$ cat src/rtl/clk_div_pkg.sv
// Shared definitions for the multi-channel clock divider.
//   MODE_BYPASS / MODE_DIVIDE : per-channel operating mode encoding
//   MIN_DIV_RATIO             : smallest ratio that actually divides
//   half_ratio()              : length of the high phase for ratio N
package clk_div_pkg;

    localparam logic MODE_BYPASS = 1'b0;
    localparam logic MODE_DIVIDE = 1'b1;

    localparam int unsigned MIN_DIV_RATIO = 2;

    // High phase is floor(N/2); odd ratios get the shorter high phase.
    function automatic logic [31:0] half_ratio(input logic [31:0] n);
        return n >> 1;
    endfunction

endpackage

$ cat src/rtl/clk_div_chan.sv
// One divider channel: counter, shadow ratio, mode and output mux.
// Ports:
//   ref_clk_i    reference clock (rising edge)
//   rst_i        synchronous reset, active-high
//   clk_en_i     channel enable
//   div_ratio_i  requested ratio N (sampled at period end or in bypass)
//   sync_i       phase-align: restart the period if dividing
//   div_clk_o    divided clock (reference clock passed through in bypass)
//   tick_o       high on the last reference cycle of each divided period
module clk_div_chan
    import clk_div_pkg::*;
#(
    parameter int unsigned WIDTH = 8
) (
    input  logic             ref_clk_i,
    input  logic             rst_i,
    input  logic             clk_en_i,
    input  logic [WIDTH-1:0] div_ratio_i,
    input  logic             sync_i,
    output logic             div_clk_o,
    output logic             tick_o
);

    localparam logic [WIDTH-1:0] MinRatio = WIDTH'(MIN_DIV_RATIO);

    logic             mode_q, mode_d;
    logic [WIDTH-1:0] cnt_q, cnt_d;
    logic [WIDTH-1:0] ratio_q, ratio_d;
    logic             div_q, div_d;
    logic             tick_q, tick_d;

    logic             period_end;
    logic [WIDTH-1:0] n_next;
    logic [WIDTH-1:0] cnt_next;

    always_comb begin
        mode_d     = mode_q;
        cnt_d      = cnt_q;
        ratio_d    = ratio_q;
        div_d      = div_q;
        tick_d     = 1'b0;
        period_end = (cnt_q == ratio_q - WIDTH'(1));
        n_next     = ratio_q;
        cnt_next   = cnt_q + WIDTH'(1);

        if (mode_q == MODE_BYPASS) begin
            ratio_d = div_ratio_i;
            cnt_d   = '0;
            div_d   = 1'b0;
            // The ratio loaded on the previous edge decides entry, so the
            // divided output first rises one cycle after the load.
            if (clk_en_i && (ratio_q >= MinRatio)) begin
                mode_d  = MODE_DIVIDE;
                ratio_d = ratio_q;
                div_d   = (WIDTH'(0) < WIDTH'(half_ratio(32'(ratio_q))));
            end
        end else if (!clk_en_i) begin
            // Disable is immediate; the running period is abandoned.
            mode_d  = MODE_BYPASS;
            cnt_d   = '0;
            div_d   = 1'b0;
            ratio_d = div_ratio_i;
        end else begin
            if (period_end) begin
                n_next   = div_ratio_i;
                cnt_next = '0;
            end
            // Sync overrides the count but a pending ratio still loads.
            if (sync_i) begin
                cnt_next = '0;
            end
            if (n_next < MinRatio) begin
                mode_d  = MODE_BYPASS;
                cnt_d   = '0;
                div_d   = 1'b0;
                ratio_d = n_next;
            end else begin
                ratio_d = n_next;
                cnt_d   = cnt_next;
                div_d   = (cnt_next < WIDTH'(half_ratio(32'(n_next))));
                tick_d  = (cnt_next == n_next - WIDTH'(1));
            end
        end
    end

    always_ff @(posedge ref_clk_i) begin
        if (rst_i) begin
            mode_q  <= MODE_BYPASS;
            cnt_q   <= '0;
            ratio_q <= '0;
            div_q   <= 1'b0;
            tick_q  <= 1'b0;
        end else begin
            mode_q  <= mode_d;
            cnt_q   <= cnt_d;
            ratio_q <= ratio_d;
            div_q   <= div_d;
            tick_q  <= tick_d;
        end
    end

    // Registered mode select; div_q is stable across the whole cycle.
    assign div_clk_o = (mode_q == MODE_BYPASS) ? ref_clk_i : div_q;
    assign tick_o    = tick_q;

endmodule

$ cat src/rtl/clk_div_multi.sv
// Multi-channel programmable integer clock divider.
// Ports:
//   I_ref_clk    reference clock (rising edge)
//   I_rst        synchronous reset, active-high
//   I_clk_en     per-channel enable
//   I_div_ratio  per-channel ratio, channel i at [i*WIDTH +: WIDTH]
//   I_sync       phase-align pulse shared by all channels
//   o_div_clk    per-channel divided clock
//   o_tick       per-channel end-of-period pulse
module clk_div_multi
    import clk_div_pkg::*;
#(
    parameter int unsigned WIDTH  = 8,
    parameter int unsigned NUM_CH = 4
) (
    input  logic                    I_ref_clk,
    input  logic                    I_rst,
    input  logic [NUM_CH-1:0]       I_clk_en,
    input  logic [NUM_CH*WIDTH-1:0] I_div_ratio,
    input  logic                    I_sync,
    output logic [NUM_CH-1:0]       o_div_clk,
    output logic [NUM_CH-1:0]       o_tick
);

    for (genvar i = 0; i < NUM_CH; i++) begin : g_chan
        clk_div_chan #(
            .WIDTH(WIDTH)
        ) u_chan (
            .ref_clk_i  (I_ref_clk),
            .rst_i      (I_rst),
            .clk_en_i   (I_clk_en[i]),
            .div_ratio_i(I_div_ratio[i*WIDTH +: WIDTH]),
            .sync_i     (I_sync),
            .div_clk_o  (o_div_clk[i]),
            .tick_o     (o_tick[i])
        );
    end

endmodule

$ cat config.mk
export PLATFORM = sky130hd
export DESIGN_NAME = clk_div_multi
export DESIGN_NICKNAME = d
export VERILOG_FILES = /design/src/rtl/clk_div_pkg.sv /design/src/rtl/clk_div_chan.sv /design/src/rtl/clk_div_multi.sv
export SDC_FILE = /design/constraint.sdc
export NUM_CORES = 1
export LEC_CHECK = 0
export ABC_AREA = 1
export BUFFER_PORTS_ARGS = -buffer_cell sky130_fd_sc_hd__buf_4
export CAP_MARGIN = 20
export CELL_PAD_IN_SITES_DETAIL_PLACEMENT = 0
export CELL_PAD_IN_SITES_GLOBAL_PLACEMENT = 1
export CORE_MARGIN = 3
export CORE_UTILIZATION = 40
export DETAILED_ROUTE_END_ITERATION = 12
export HOLD_SLACK_MARGIN = 0.06
export PLACE_DENSITY = 0.85
export SLEW_MARGIN = 20
export SYNTH_ARGS = -nofsm -noshare
export SYNTH_HDL_FRONTEND = slang
export SYNTH_SLANG_ARGS = --single-unit
$ cat constraint.sdc
create_clock -name I_ref_clk -period 3 [get_ports I_ref_clk]
set_input_delay 0.3 -clock I_ref_clk [delete_from_list [all_inputs] [get_ports I_ref_clk]]
set_output_delay 0.3 -clock I_ref_clk [all_outputs]
set_load 0.01 [all_outputs]
== Word level (Yosys, flattened, before mapping) ==
Cells that the tools add are included.
Cells by class
  $lt $le $gt $ge: 16
  shift-type cells: 0
  bitwise gates (word level): 8
  add/subtract/negate cells: 12
  reductions and logical operators: 8
  mux-type cells: 76
  equality and inequality tests: 12
  multipliers: 0
  div/mod/pow operators: 0
Operators with widths (count)
  two-way mux 8 bit: 40
  == test 8 bit: 8
  subtractor 8 x 1 -> 8 bit, second input constant: 8
  two-way mux 1 bit: 36
  adder 8 x 1 -> 8 bit, second input constant: 4
  greater-or-equal comparator 8 x 2 -> 1 bit, second input constant: 4
  less-than comparator 8 x 2 -> 1 bit, second input constant: 4
  less-than comparator 8 x 7 -> 1 bit: 4
  less-than comparator 1 x 7 -> 1 bit, first input constant: 4
  OR reduction 4 bit: 4
  inequality test 2 x 1 -> 1 bit, second input constant: 4
  inverter 1 bit: 8
  logical AND 1 bit: 4
Storage, ports and cells
  memories: 0
  bits in read-only memories: 0
  word-level logic and storage cells: 152
  output and inout port bits: 8
  bits in latches: 0
  memory bits (writable): 0
  bits of input ports: 39
  register bits: 76

== Logic depth before layout (Yosys ltp) ==
Gate-level depths: netlist of run 1.
  depth after elaboration: 10
  gate-level depth with buffers: 25
  mapped depth without buffers: 24

== Hierarchy ==
Synthesis of run 1 repeated with hierarchy kept, for this count alone.
Second synthesis, totals
  cell total of the unflattened synthesis: 1329
  area total of the unflattened synthesis: 8091.5 um^2
By module, submodules not included
  clk_div_chan (g_chan[0].u_chan ...): cells an instance 329, sequential area each 380.4 um^2, instances 2, area each 2053.2 um^2
  clk_div_chan (g_chan[2].u_chan): cells an instance 335, sequential area each 380.4 um^2, instances 1, area each 1999.4 um^2
  clk_div_chan (g_chan[3].u_chan): cells an instance 336, sequential area each 380.4 um^2, instances 1, area each 1985.7 um^2

==> metrics, run 1 <==
reg2reg end=g_chan[1].u_chan.tick_o; Crit Path Category=register to register; Pwr Total=4.457 mW; Core Box Area=17660 µm²; worst rel slew slack=55.64%; post-synthesis sequential area ratio=20.67%; Logic pwr share=45.3%; critical path's slowest cell=dfxtp_2; Syn Inst Count=1246; routed vias=8084; global route hottest layer=met2; diode count=0; final setup fails=0; Synth async-reset ratio=0%; CP Launch Type=register; Synth area leaders=dfxtp_1, nand2_1, nor2_1; Root Driver=clkbuf_16; die height=141.6 µm; final hold vios=0; Clk network pwr share=27.8%; Top cell by count, worst path=nand2_1; max incr delay on CP=380 ps; gr usage total=21.95%; post-synth cell types=38; first drt pass iteration count=5; GR met3 Demand/Resource=4.415%; synthesized-area fraction occupied by adder cells=6.800%; GPL Wtd Cong=0.8667; worst setup path end=g_chan[1].u_chan.tick_o; vias in the first global route=7319; syn nets=1325; number of antenna violations at the first check in global routing=0; Core Rows=48; placed insts=1526; area of the die=20060 µm²; global route overflow=0; Synth Register Bits=76; LEAKAGE=4.524 nW; post-synth top area share=20.67%; Critical Path Sink Type=register; fillers=1886; main combinational cell family by area after synthesis=simple AND/OR/NAND/NOR gates; Req. time, crit path=3280 ps; clock latency on the worst-skew pair=350 ps; CP Depth=18; DP HPWL=17.59 mm; met1 GRT Util=29.45%; Switching Fraction=44.40%; vias per inst=5.185; Sum Neg Setup Slack=0 ps; crit share post-route=92.41%; initial core utilization=41.68%; Fin Clk Skew=7.271 ps; switching pwr=1.979 mW; status=finished clean; H-tree depth=3; cell area after synthesis=7360 µm²; CTS tree=built; xor/xnor share of the synthesized area=5.304%; most common cell in the netlist=nand2_1; Synth Warn #=0; CP Buf/Inv Count=2; Max IR drop VDD=0.3132 mV; Port Buffer Count=46; top cells by instance count after synthesis=nand2_1, nor2_1, inv_1; # DRC=0; sequential power share=26.9%; share of layout cells above drive strength 1=15.29%; Post-synth EDFFs=0; Post-Layout Cell Count=1559; Worst Max-Slew Pin Slew=661.0 ps; hold_ws=208.4 ps; post-synthesis mux area share=0%; MaxCap Viol Count=0; Clock Pin Slew Worst Setup and Hold Paths=70 ps; post-synthesis compound-gate area fraction=8.416%; syn_area_per_cell=5.907 µm²; Internal Power=2.478 mW; largest net degree at the start of global routing=34; Layout Area Growth over Synthesis=17.07%; met2 usage=36.07%; worst r2r path cells=18; crit path launch=g_chan[1].u_chan.ratio_q[1]; simple-gate portion of the synthesized area=47.33%; Final min period=2772 ps; chip width=141.6 µm; WL/cell=14.50 µm; CP max FO=6; internal reg-to-reg setup slack=230 ps; buffer depth of the longest clock path=2; TritonCTS Buffers=9; first-pass GRT wire length=36.00 mm; Cell Pwr Density=517.3 nW/µm²; critical path cell sequence=inv_2 -> ha_1 -> xor2_1 -> nand2_1 -> nor2_1 -> nand2_1 -> nor2_4 -> nand3_4 -> o21ai_4 -> ha_1 -> nand3_1 -> nor2_4 -> nand2_1 -> nand2_1 -> nand2_1 -> inv_1 -> nand4_1 -> nor2_1; top_reg_cell synth=dfxtp_1; dominant cell type by area after synthesis=dfxtp_1; r2r startpoint=g_chan[1].u_chan.ratio_q[1]; # nets final=1408; drt total wl=22.60 mm; fin. max-slew vios=0; Max Clock Freq=360.7 MHz; critical path arrival=3060 ps; Iter 0 DRT Violations=580; HP Class=input pin to register; number of I/O pins=47; Routed Antenna Nets=0; cell family with most CP delay=simple AND/OR/NAND/NOR gates
## cell families (layout without fill, tap and decap cells)
logic type / Yosys count / count (layout)
and+or+nand+nor: 786 / 788
buffers and inverters: 203 / 289
AOI/OAI and AO/OA: 98 / 98
DFF: 76 / 76
xor gates and xnor gates: 43 / 43
adders and majority gates: 40 / 40
## how the worst min path moves through the flow
stage / from / endpoint / slack [ps] / depth (start not counted)
finish: I_div_ratio[20] / g_chan[2].u_chan.ratio_q[4] / 210 / 3
global route: I_div_ratio[20] / g_chan[2].u_chan.ratio_q[4] / 200 / 3
CTS: I_div_ratio[20] / g_chan[2].u_chan.ratio_q[4] / 200 / 3
detailed placement: g_chan[3].u_chan.ratio_q[7] / g_chan[3].u_chan.ratio_q[7] / 500 / 2
global placement: g_chan[3].u_chan.ratio_q[7] / g_chan[3].u_chan.ratio_q[7] / 490 / 2
floorplan: I_div_ratio[16] / g_chan[2].u_chan.ratio_q[0] / 470 / 2
## worst min-delay path, cell delays in order
cell and delay (ps):
buf_4 90, nand4_1 70, o221ai_1 70
## metal layers
metal / vias up / wire, µm
li1: 4175 / -
met1: 3655 / 10640
met2: 223 / 10400
met3: 31 / 1172
met4: 0 / 379
met5: - / 0
## sequential cells by signal, summed over array words and instances, names as in the netlist
signal / count
g_chan.u_chan.div_q: 4
g_chan.u_chan.ratio_q: 32
g_chan.u_chan.cnt_q: 32
g_chan.u_chan.mode_q: 4
g_chan.u_chan.tick_o: 4
## area by class of cell
| class | instances | area, µm² | share of cell area [%] |
|---|---|---|---|
| Timing Repair Buffer | 87 | 689.4 | 8.002 |
| Multi-Input combinational cell | 969 | 5119 | 59.41 |
| Clock buffer | 15 | 272.8 | 3.166 |
| Sequential cell | 76 | 1531 | 17.78 |
| Clock inverter | 9 | 53.80 | 0.6245 |
| Inverter | 178 | 668.1 | 7.755 |
| Tap cell | 225 | 281.5 | 3.268 |
## cells in the final DEF, fill, tap and decap left out, types with 4 or more instances in the layout
cell	n
nor2_1	158
o221ai_1	7
nand3b_1	17
nand2_1	402
nor3_1	10
a21oi_1	12
nand4_1	37
ha_1	35
clkinv_4	4
clkinv_1	4
nand3_2	4
inv_2	23
xnor2_1	9
o21ai_0	25
nor2_2	8
nand2_2	24
o21ai_1	19
o211ai_1	5
xor2_1	33
o32ai_1	16
buf_4	87
nor3_2	4
nor2_4	12
nand3_1	101
a31oi_1	5
o21ai_2	4
dfxtp_1	72
clkbuf_16	9
inv_1	156
o22ai_1	4
## power by group through the flow
| stage | sequential (mW) | combinational (mW) | clock [mW] |
|---|---|---|---|
| floorplan | 1.18 | 1.42 | 0.126 |
| global placement | 1.22 | 1.88 | 0.126 |
| detailed placement | 1.21 | 1.89 | 0.126 |
| CTS | 1.19 | 1.90 | 1.28 |
| global route | 1.21 | 2.28 | 1.33 |
| finish | 1.20 | 2.02 | 1.24 |
## metrics by stage
step	instance area, µm²	setup WS [ps]	utilization, %
final	8616	227.6	48.80
after global routing	8616	-18.15	48.80
after CTS	8357	27.22	47.33
after detailed placement	8061	11.92	45.66
after global placement	8061	57.01	45.66
after floorplan	7360	316.0	-
## repair_timing
item / in CTS / in global routing
gates cloned: 0 / 2
buffers inserted: 0 / 12
pin swaps: 0 / 8
endpoints found under the setup margin: 1 / 15
hold buffers: 0 / 0
gates resized for setup: 2 / 34
Note: power is estimated with default switching activity, not from simulation.
==> run 2: changes to the inputs <==
- CORE_UTILIZATION: 40 -> 41
- PLACE_DENSITY: 0.85 -> 0.87
==> run 2 against run 1 <==
Power grew 0.34%. Sequential cell count is the same. Count of clock-buffer cells in the layout grew 1. Routed wire length shrank 2.3%. Largest power group unchanged. Setup slack lost 5.8 ps. Clock power grew 6%. Critical endpoint is now g_chan[3].u_chan.tick_o. Combinational power shrank 3%. Sequential share of layout area is essentially flat. Highest routed layer unchanged.
==> metrics, run 2 (synthesized netlist as in run 1, its figures left out) <==
status=finished clean; area of the die=19590 µm² (-2.3%); diode count=0 (unchanged); final core utilization=49.50% (+0.71 points); Iter 0 DRT Violations=708 (+22%); vias per inst=5.144 (-0.80%); crit share post-route=92.61% (+0.19 points); buffer depth of the longest clock path=2 (unchanged); LEAKAGE=4.534 nW (+0.21%); final setup fails=0 (unchanged); # DRC=0 (unchanged); first drt pass iteration count=5 (unchanged); HP Class=input pin to register; placed insts=1519 (-0.46%); chip width=140.0 µm (-1.2%); Layout Area Growth over Synthesis=17.15% (about the same); GPL Wtd Cong=0.9115 (+5.2%); WL/cell=14.17 µm (-2.2%); DP HPWL=17.35 mm (-1.4%); Core Box Area=17420 µm² (-1.4%); Root Driver=clkbuf_16; Cell Pwr Density=518.7 nW/µm² (+0.27%); Critical Path Sink Type=register; H-tree depth=3 (unchanged); TritonCTS Buffers=9 (unchanged); Pwr Total=4.472 mW (+0.34%); MaxCap Viol Count=0 (unchanged); # nets final=1406 (-0.14%); most frequent cells in the layout=nand2_1, nor2_1, inv_1, nand3_1, buf_4; die height=140.0 µm (-1.2%); global route overflow=0 (unchanged); unrepaired setup endpoints after global routing=true; Fin Clk Skew=7.936 ps (+0.6656 ps); number of antenna violations at the first check in global routing=0 (unchanged); share of layout cells above drive strength 1=15.32% (+0.023 points); initial core utilization=42.26% (+0.57 points); fin. max-slew vios=0 (unchanged); Max IR drop VDD=0.3377 mV (+7.8%); largest net degree at the start of global routing=34 (unchanged); Worst Max-Slew Pin Slew=636.8 ps (-24.19 ps); fillers=1851 (-1.9%); clock latency on the worst-skew pair=350 ps (about the same); Post-Layout Cell Count=1557 (-0.13%); Final WS setup=221.8 ps (-5.790 ps); first-pass GRT wire length=35.26 mm (-2.1%); CP Launch Type=register; Final min period=2778 ps (+5.790 ps); vias in the first global route=7232 (-1.2%); Routed Antenna Nets=0 (unchanged); Crit Path Category=register to register; most common cell after layout, fill and taps aside=nand2_1; CP max FO=9 (+3); critical path arrival=3060 ps (about the same); hold_ws=224.0 ps (+15.62 ps); Clock Pin Slew Worst Setup and Hold Paths=70 ps (about the same); biggest regs=g_chan.u_chan.cnt_q (32), g_chan.u_chan.ratio_q (32); Req. time, crit path=3280 ps (about the same); pre-CTS setup slack=2.732 ps (-9.189 ps); routed vias=8009 (-0.93%); gr usage total=21.71% (-0.23 points); final hold vios=0 (unchanged); cts hold-fix bufs=0 (unchanged); CTS tree=built; Max Clock Freq=359.9 MHz (-0.21%); Port Buffer Count=46 (unchanged); number of I/O pins=47 (unchanged); drt total wl=22.07 mm (-2.3%); worst rel slew slack=57.26% (+1.6 points); Core Rows=48 (unchanged)
run 2: cell count changes in the layout (fill, tap and decap cells not counted), sizes merged:
| cell | previous run | this run |
|---|---|---|
| clkinv | 8 | 5 |
| buf | 91 | 89 |
| clkbuf | 11 | 12 |
| clkinvlp | 0 | 1 |
| inv | 179 | 180 |
run 2: final timing paths:
path / endpoint / cells past startpoint / slack (ps) / startpoint
max: g_chan[3].u_chan.tick_o / 21 / 220 / g_chan[3].u_chan.ratio_q[0]
min: g_chan[2].u_chan.ratio_q[6] / 3 / 220 / I_div_ratio[22]
max reg2reg: g_chan[3].u_chan.tick_o / 21 / 220 / g_chan[3].u_chan.ratio_q[0]
min reg2reg: g_chan[3].u_chan.ratio_q[7] / 2 / 520 / g_chan[3].u_chan.ratio_q[7]
run 2: metrics by stage:
step | cell area, µm² | TNS (ps)
3_5_place_dp | 8021 | 0
3_3_place_gp | 8021 | -25.09
4_1_cts | 8349 | 0
5_1_grt | 8622 | -216.7
2_1_floorplan | 7360 | 0
6_report | 8622 | 0
run 2: power by group:
part	internal (mW)	switching, mW
clock	0.756	0.563
sequential	1.10	0.104
combinational	0.683	1.27
total	2.53	1.94
run 2: cell type report:
type                            instances  area (µm²)  area share [%]
Timing Repair Buffer                   85       658.1           7.633
Inverter                              178       668.1           7.749
Clock inverter                          8       41.29          0.4789
Clock buffer                           16       319.1           3.700
Sequential cell                        76        1534           17.79
Multi-Input combinational cell        969        5120           59.38
Tap cell                              225       281.5           3.265
run 2: timing repair:
action                                  in CTS  in global routing
setup buffers                                0                 17
cloned                                       0                  2
endpoints found under the setup margin       1                 33
pin swaps                                    0                  6
resized for setup                            1                 35
run 2: per-layer routing:
metal,wire (µm),up-vias,track usage [%]
li1,-,4157,-
met1,10360,3569,29.78
met5,0,-,0
met2,10110,257,35.65
met4,412,0,6.680
met3,1192,26,2.765
run 2: critical path: stages, from the launching register on:
cell and delay (ps):
dfxtp_4 380, inv_2 60, ha_1 310, nand2_1 60
inv_1 30, nor2_1 70, nand2_1 60, nor2_1 90
nand3_1 110, nor2_4 180, buf_6 160, nand4_1 110
nand2_2 130, ha_1 190, nand2_1 120, inv_1 130
nand3_1 100, nand2_1 80, nand2_1 50, nand2_1 80
nand3_1 80, nor2_1 120
==> run 3: changes to the inputs <==
- CTS_CLUSTER_DIAMETER: default -> 60
- clock period: 3 -> 3.2 ns (I/O delays scaled with it)
==> run 3 against run 2 <==
Global-route usage about the same. Final cell count fell by 1.3%. Critical endpoint is now g_chan[2].u_chan.tick_o. Fmax down 3.7%. Routed wire length decreased by 1.7%. Largest power group unchanged. Core utilization is 1.7 points lower. Count of clock-buffer cells in the layout unchanged. Via count fell by 1.5%. Largest cell class unchanged.
==> metrics, run 3 (synthesized netlist as in run 1, its figures left out) <==
cell family with most CP delay=simple AND/OR/NAND/NOR gates; LEAKAGE=4.419 nW (-2.5%); diode count=0 (unchanged); max incr delay on CP=420 ps (+40 ps); Root Driver=clkbuf_16; first drt pass iteration count=6 (+1); Max Clock Freq=346.6 MHz (-3.7%); drt total wl=21.69 mm (-1.7%); buffer depth of the longest clock path=2 (unchanged); CP max FO=8 (-1); CP Launch Type=register; vias per inst=5.133 (-0.20%); Iter 0 DRT Violations=694 (-2.0%); status=finished clean; GPL Wtd Cong=0.9104 (-0.12%); critical path arrival=3180 ps (+120 ps); Crit Path Category=register to register; initial core utilization=42.26% (unchanged); largest net degree at the start of global routing=34 (unchanged); vias in the first global route=7292 (+0.83%); Cell Pwr Density=491.6 nW/µm² (-5.2%); Core Rows=48 (unchanged); area of the die=19590 µm² (unchanged); Max IR drop VDD=0.2844 mV (-16%); global route overflow=0 (unchanged); # DRC=0 (unchanged); CP Buf/Inv Count=2 (-2); worst hold path startpoint=I_div_ratio[22]; routed vias=7885 (-1.5%); gr usage total=21.74% (+0.026 points); worst rel slew slack=59.62% (+2.4 points); critical path's slowest cell=dfxtp_1; Critical Path Sink Type=register; biggest regs=g_chan.u_chan.cnt_q (32), g_chan.u_chan.ratio_q (32); Worst Max-Slew Pin Slew=601.6 ps (-35.17 ps); Final min period=2885 ps (+106.7 ps); chip width=140.0 µm (unchanged); CTS tree=built; share of layout cells above drive strength 1=12.66% (-2.7 points); final setup fails=0 (unchanged); DP HPWL=17.27 mm (-0.44%); WL/cell=14.12 µm (-0.39%); Port Buffer Count=46 (unchanged); Fin Clk Skew=7.668 ps (-0.2682 ps); clock latency on the worst-skew pair=350 ps (about the same); most common cell after layout, fill and taps aside=nand2_1; fin. max-slew vios=0 (unchanged); Core Box Area=17420 µm² (unchanged); placed insts=1510 (-0.59%); final hold vios=0 (unchanged); H-tree depth=3 (unchanged); # nets final=1385 (-1.5%); final core utilization=47.82% (-1.7 points); TritonCTS Buffers=9 (unchanged); number of antenna violations at the first check in global routing=0 (unchanged); first-pass GRT wire length=35.42 mm (+0.47%); die height=140.0 µm (unchanged); Req. time, crit path=3500 ps (+220 ps); Clock Pin Slew Worst Setup and Hold Paths=70 ps (about the same); MaxCap Viol Count=0 (unchanged); Routed Antenna Nets=0 (unchanged); r2r startpoint=g_chan[2].u_chan.ratio_q[1]; unrepaired setup endpoints after global routing=false; Post-Layout Cell Count=1536 (-1.3%); critical path cell sequence=inv_1 -> ha_1 -> xor2_1 -> nand2_1 -> nor2_1 -> nand3_1 -> nor2_2 -> buf_4 -> nand3_1 -> nand2_1 -> ha_1 -> nand3_1 -> nor2_2 -> nand2_1 -> nand2_1 -> nand3_1 -> nor2_1 -> nand3_1 -> nor2_1; Layout Area Growth over Synthesis=13.16%; crit share post-route=90.15% (-2.5 points); number of I/O pins=47 (unchanged); Top cell by count, worst path=nand3_1; fillers=1881 (+1.6%); most frequent cells in the layout=nand2_1, nor2_1, inv_1, nand3_1, dfxtp_1; crit path launch=g_chan[2].u_chan.ratio_q[1]; Sum Neg Setup Slack=0 ps (unchanged); HP Class=input pin to register
[run 3: changes by cell type in the layout (fill, tap and decap cells not counted), moves of 4 or more]
cell / before / now
nor2_1: 159 / 163
nand2_1: 401 / 405
buf_4: 86 / 70
dfxtp_1: 70 / 74
[run 3: stage by stage]
step	setup WS [ps]	area [µm²]	power (mW)	hold slack, ps
floorplan	516.0	7360	2.559	475.5
global placement	133.9	7941	2.974	496.9
detailed placement	134.0	7941	2.978	498.4
CTS	103.4	8245	4.064	231.2
global route	9.406	8328	4.422	252.3
finish	315.1	8328	4.094	234.6
[run 3: layer usage]
metal	track usage (%)	part of all wire [%]	up-vias
met3	3.995	5.6	36
met1	30.01	48	3508
met4	6.782	2.1	0
met5	0	0	-
met2	34.49	44	232
li1	-	-	4109
[run 3: layout make-up]
class | count | area, µm² | share of cell area, %
clock buffer | 16 | 297.8 | 3.576
clock inverter | 8 | 40.04 | 0.4808
inverter | 178 | 668.1 | 8.023
multi-input combinational | 967 | 5019 | 60.26
sequential | 76 | 1526 | 18.33
tap | 225 | 281.5 | 3.380
timing repair buffer | 66 | 495.5 | 5.950
[run 3: worst paths after layout]
path,endpoint,slack (ps),cells after the start
max reg2reg,g_chan[2].u_chan.tick_o,320,19
min reg2reg,g_chan[3].u_chan.ratio_q[7],510,2
min,g_chan[2].u_chan.ratio_q[6],230,3
max,g_chan[2].u_chan.tick_o,320,19
[run 3: timing repair]
| item | CTS | global route |
|---|---|---|
| hold buffers | 0 | 0 |
| setup endpoints to repair | 0 | 5 |
| hold endpoints to repair | 0 | 0 |
| resized for setup | 0 | 8 |
| setup buffers | 0 | 7 |
[run 3: worst min-delay path: cells and delay by family]
kind,cells,cell delay (ps)
buffers and inverters,1,90
AND/OR/NAND/NOR,1,70
AO/OA/AOI/OAI,1,70
[run 3: where the power goes]
part           switching (mW)  internal (mW)  total [mW]
logic                    1.16          0.616        1.78
registers               0.100           1.02        1.13
clock network           0.530          0.663        1.19
total                    1.79           2.30        4.09
